**src/rtl/debounce_pkg.sv**
```systemverilog
// Shared constants for the debounce_sync input-conditioning block: FSM state
// encoding and the glitch counter width.
package debounce_pkg;

  typedef enum logic [1:0] {
    ST_STABLE_LO = 2'd0,
    ST_CHECK_HI  = 2'd1,
    ST_STABLE_HI = 2'd2,
    ST_CHECK_LO  = 2'd3
  } debounce_state_e;

  localparam int unsigned GLITCH_W = 8;

endpackage

```
**src/rtl/sync2_ff.sv**
```systemverilog
// Two-flop synchroniser with synchronous active-high reset for bringing
// asynchronous levels into the clk domain.
module sync2_ff #(
  parameter int unsigned WIDTH = 1
) (
  input  logic             i_clk,
  input  logic             i_reset,
  input  logic [WIDTH-1:0] i_d,
  output logic [WIDTH-1:0] o_q
);

  logic [WIDTH-1:0] r_sync1;
  logic [WIDTH-1:0] r_sync2;

  always_ff @(posedge i_clk) begin
    if (i_reset) begin
      r_sync1 <= '0;
      r_sync2 <= '0;
    end else begin
      r_sync1 <= i_d;
      r_sync2 <= r_sync1;
    end
  end

  assign o_q = r_sync2;

endmodule

```
**src/rtl/debounce_sync.sv**
```systemverilog
// Synchronise and debounce a raw level; outputs a clean level, its complement and edge strobes.
// Optional glitch counter enabled by defining DEBOUNCE_SYNC_GLITCH_CNT_EN.
module debounce_sync
  import debounce_pkg::*;
#(
  parameter int unsigned STABLE_CYCLES = 4,
  parameter int unsigned CNT_W         = 3
) (
  input  logic                clk,
  input  logic                reset,
  input  logic                din,
  input  logic                hold,
  output logic                dout,
  output logic                dout_bar,
  output logic                rise,
  output logic                fall
`ifdef DEBOUNCE_SYNC_GLITCH_CNT_EN
  ,
  output logic [GLITCH_W-1:0] glitch_cnt
`endif
);

  localparam logic [CNT_W-1:0] CntLast = CNT_W'(STABLE_CYCLES - 1);

  logic            w_sync;
  debounce_state_e r_state, w_state;
  logic [CNT_W-1:0] r_cnt, w_cnt;
  logic            r_dout, w_dout;
  logic            r_dout_bar;
  logic            r_rise, w_rise;
  logic            r_fall, w_fall;
  logic            w_abort;

  sync2_ff #(
    .WIDTH (1)
  ) u_sync (
    .i_clk   (clk),
    .i_reset (reset),
    .i_d     (din),
    .o_q     (w_sync)
  );

  always_comb begin
    w_state = r_state;
    w_cnt   = r_cnt;
    w_dout  = r_dout;
    w_rise  = 1'b0;
    w_fall  = 1'b0;
    w_abort = 1'b0;
    // Strobes stay single-cycle even when hold freezes everything else.
    if (!hold) begin
      unique case (r_state)
        ST_STABLE_LO: begin
          if (w_sync) begin
            w_state = ST_CHECK_HI;
            w_cnt   = CNT_W'(1);
          end else begin
            w_cnt = '0;
          end
        end
        ST_CHECK_HI: begin
          if (!w_sync) begin
            w_state = ST_STABLE_LO;
            w_cnt   = '0;
            w_abort = 1'b1;
          end else if (r_cnt == CntLast) begin
            w_state = ST_STABLE_HI;
            w_dout  = 1'b1;
            w_rise  = 1'b1;
            w_cnt   = '0;
          end else begin
            w_cnt = r_cnt + CNT_W'(1);
          end
        end
        ST_STABLE_HI: begin
          if (!w_sync) begin
            w_state = ST_CHECK_LO;
            w_cnt   = CNT_W'(1);
          end else begin
            w_cnt = '0;
          end
        end
        ST_CHECK_LO: begin
          if (w_sync) begin
            w_state = ST_STABLE_HI;
            w_cnt   = '0;
            w_abort = 1'b1;
          end else if (r_cnt == CntLast) begin
            w_state = ST_STABLE_LO;
            w_dout  = 1'b0;
            w_fall  = 1'b1;
            w_cnt   = '0;
          end else begin
            w_cnt = r_cnt + CNT_W'(1);
          end
        end
        default: begin
          w_state = ST_STABLE_LO;
          w_cnt   = '0;
        end
      endcase
    end
  end

  always_ff @(posedge clk) begin
    if (reset) begin
      r_state    <= ST_STABLE_LO;
      r_cnt      <= '0;
      r_dout     <= 1'b0;
      r_dout_bar <= 1'b1;
      r_rise     <= 1'b0;
      r_fall     <= 1'b0;
    end else begin
      r_state    <= w_state;
      r_cnt      <= w_cnt;
      r_dout     <= w_dout;
      r_dout_bar <= ~w_dout;
      r_rise     <= w_rise;
      r_fall     <= w_fall;
    end
  end

  assign dout     = r_dout;
  assign dout_bar = r_dout_bar;
  assign rise     = r_rise;
  assign fall     = r_fall;

`ifdef DEBOUNCE_SYNC_GLITCH_CNT_EN
  logic [GLITCH_W-1:0] r_glitch;

  always_ff @(posedge clk) begin
    if (reset) begin
      r_glitch <= '0;
    end else if (w_abort && (r_glitch != {GLITCH_W{1'b1}})) begin
      r_glitch <= r_glitch + GLITCH_W'(1);
    end
  end

  assign glitch_cnt = r_glitch;
`else
  logic w_unused_abort;
  assign w_unused_abort = w_abort;
`endif

endmodule

```
**config.mk**
```make
export PLATFORM = sky130hd
export DESIGN_NAME = debounce_sync
export DESIGN_NICKNAME = d
export VERILOG_FILES = /design/src/rtl/debounce_pkg.sv /design/src/rtl/sync2_ff.sv /design/src/rtl/debounce_sync.sv
export SDC_FILE = /design/constraint.sdc
export NUM_CORES = 1
export LEC_CHECK = 0
export ABC_AREA = 0
export BUFFER_PORTS_ARGS = -buffer_cell sky130_fd_sc_hd__buf_2
export CORE_AREA = 5 5 42 44
export CTS_BUF_LIST = sky130_fd_sc_hd__clkbuf_4 sky130_fd_sc_hd__clkbuf_8
export CTS_CLUSTER_DIAMETER = 200
export DETAILED_ROUTE_END_ITERATION = 6
export DIE_AREA = 0 0 47 49
export PLACE_DENSITY = 0.55
export SYNTH_ARGS = -nofsm -noshare
export SYNTH_HDL_FRONTEND = slang
export SYNTH_SLANG_ARGS = --single-unit
```
**constraint.sdc**
```tcl
create_clock -name clk -period 1.46 [get_ports clk]
set_input_delay 0.438 -clock clk [delete_from_list [all_inputs] [get_ports clk]]
set_output_delay 0.438 -clock clk [all_outputs]
set_load 0.02 [all_outputs]
```
==> results.md <==
* Setup CP Type: reg -> reg
* Tot GR Track Use at 0.0734
* Worst hold-check path type: in -> reg
* Worst Hold Launch: din
* DR iter-0 viols at 5
* IO buf count at 7
* Cell area after synthesis at 474 µm²
* Maximum root-to-sink buffer count at 2
* Core area at 1400 µm²
* CP arrival at 1.55 ns
* Total Routed Length at 744 µm
* Max-slew headroom at 0.770
* Post-layout instance area at 556 µm²
* Setup_tns at 0 ns
* Die Ht at 49 µm
* Layout Nets at 60
* Crit share post-route at 0.932
* Antenna Violating Nets Remaining at 0
* Post-DP Area at 526 µm²
* # diodes at 0
* R2R cell count at 4
* Cell variety after synth at 22
* Filler Cell Count at 157
* Syn-to-layout area delta at 17.2%
* Final setup fails at 0
* # DRC at 0
* Drt pass-1 iters at 4
* Routed length per instance at 10.6 µm
* Worst-path clk slew at 0.07 ns
* Cells after Synth at 43
* Minimum clock period at 1.36 ns
* Layout cell share with drive strength beyond 1 at 0.315
* Hold Path End: u_sync.r_sync1
* Post-cts hold buffer count at 0
* Startpoint class of the critical path: flip-flop
* Final hold viol count at 0
* CTS root buf: clkbuf_4
* RSZ-0062 raised after global routing: no
* Clock skew at 0.00318 ns
* Flops & latches, synth at 11
* Syn. warnings at 0
* Final Max Slew Viols at 0
* Required @ worst endpoint at 1.65 ns
* Post-synthesis sequential area ratio at 0.464
* PwrDens at 1070 nW/µm²
* Critical R2R Launch: r_cnt[0]
* Cts bufs inserted at 3
* Cell Rows at 14
* Sink Count at 11
* Initial antenna violation count at 0
* Outcome: complete, no violations
* R2r endpoint: r_cnt[1]
* Area of the die at 2300 µm²
* Via count at 333
* Hold Path Depth at 2
* Clock latency at the later pin of the worst-skew pair at 0.26 ns
* Synth Net Count at 48
* Max Fclk at 735 MHz
* Leakage power figure at 0.226 nW
* Post-DP HPWL at 524 µm
* Gr ovfl total at 0
* Largest net degree at the start of global routing at 13
* R2r setup slk at 0.1 ns
* Area occupied by multi-input gates at 239 µm²
* Post-CTS setup buffers at 0
* Global-route wire length before repair at 1160 µm
* Vias in the first global route at 277
* Dominant synthesized flop cell: dfxtp_1
* Via density at 4.76
* Crit path max fanout at 3
* Max Cap Violations at 0
* FF/Latch Area at 220 µm²
* EDFF count, synth at 0
* CTS H-tree depth at 1
* Max IR drop VDD at 0.332 mV
* Critical path endpoint category: flip-flop
* Initial Util at 0.338
* Avg Cell Area, Syn at 11.0 µm²
* Post-CTS sizing at 0
* GP Congestion at 0.714
* TritonCTS clock tree: yes
* Io pins at 8
* Slew @ Worst Pin at 0.344 ns
* Die width at 47 µm
* Async SR Flop Fraction at 0
==> report_power, final <==
group          leakage, nW  total (mW)  internal (mW)  switching [mW]
clock network       0.0184       0.226          0.124           0.102
logic                0.118      0.0511         0.0221          0.0290
registers           0.0895       0.317          0.311         0.00674
total                0.226       0.594          0.457           0.138
==> synthesized netlist by cell type, drive strengths merged, types with 2 or more instances <==
cell type  count  area (µm²)
nor2b          4        32.5
mux2i          2        20.0
nor3b          2        15.0
dfxtp         11         220
nor2           3        11.3
a31o           2        17.5
nand2          5        18.8
a31oi          2        12.5
==> cells by family after synthesis <==
family,Yosys count,synth area share
compound gates,8,0.135
mux,2,0.0422
flops,11,0.464
xor+xnor,1,0.0185
fa+ha+maj,1,0.0264
simple gates,18,0.282
buf+inv,2,0.0317
==> metal layers <==
layer	up-vias	global-route usage	routed length (µm)
met3	2	0.0443	45
met1	151	0.0931	370
met5	-	0	0
met2	6	0.0928	318
li1	174	-	-
met4	0	0.0415	10
==> cell type report <==
class / count / share of cell area
clock buffer: 4 / 0.0541
sequential: 11 / 0.396
inverter: 1 / 0.00676
tap: 16 / 0.0360
multi-input combinational: 30 / 0.430
timing repair buffer: 8 / 0.0766
==> cell usage in the layout, fill, tap and decap left out, drive strengths merged <==
cell type,instances
a21boi,1
a31o,2
a31oi,2
buf,8
clkbuf,4
dfxtp,11
ha,1
inv,1
mux2i,2
nand2,5
nand2b,1
nand4bb,1
nor2,3
nor2b,4
nor3b,2
nor4b,1
o21ai,1
o22ai,1
o2bb2ai,1
or4b,1
xor2,1
==> stage by stage <==
| stage | util | worst slack, ns | hold slack [ns] | std cells | power [mW] |
|---|---|---|---|---|---|
| 2_1_floorplan | - | 0.161 | 0.414 | 43 | 0.358 |
| 3_3_place_gp | 0.375 | 0.137 | 0.417 | 66 | 0.376 |
| 5_1_grt | 0.396 | 0.0648 | 0.408 | 70 | 0.619 |
| 4_1_cts | 0.396 | 0.0941 | 0.392 | 70 | 0.603 |
| 6_report | 0.396 | 0.0986 | 0.390 | 70 | 0.594 |
| 3_5_place_dp | 0.375 | 0.112 | 0.423 | 66 | 0.376 |
==> worst max-delay path by stage <==
stage,start,to,slack [ns],depth (start not counted)
after CTS,r_cnt[0],r_cnt[1],0.09,4
after global routing,r_cnt[0],r_cnt[1],0.06,4
after global placement,r_cnt[0],r_cnt[1],0.14,4
after detailed placement,r_cnt[0],r_cnt[1],0.11,4
final,r_cnt[0],r_cnt[1],0.1,4
after floorplan,r_cnt[0],r_cnt[1],0.16,4
==> worst max-delay path, stage by stage, from the launching register on <==
cell     delay (ns)
dfxtp_1        0.33
ha_1           0.25
nor2b_4        0.15
or4b_4         0.47
o22ai_2        0.09
Power figures use the tool's default switching activity.
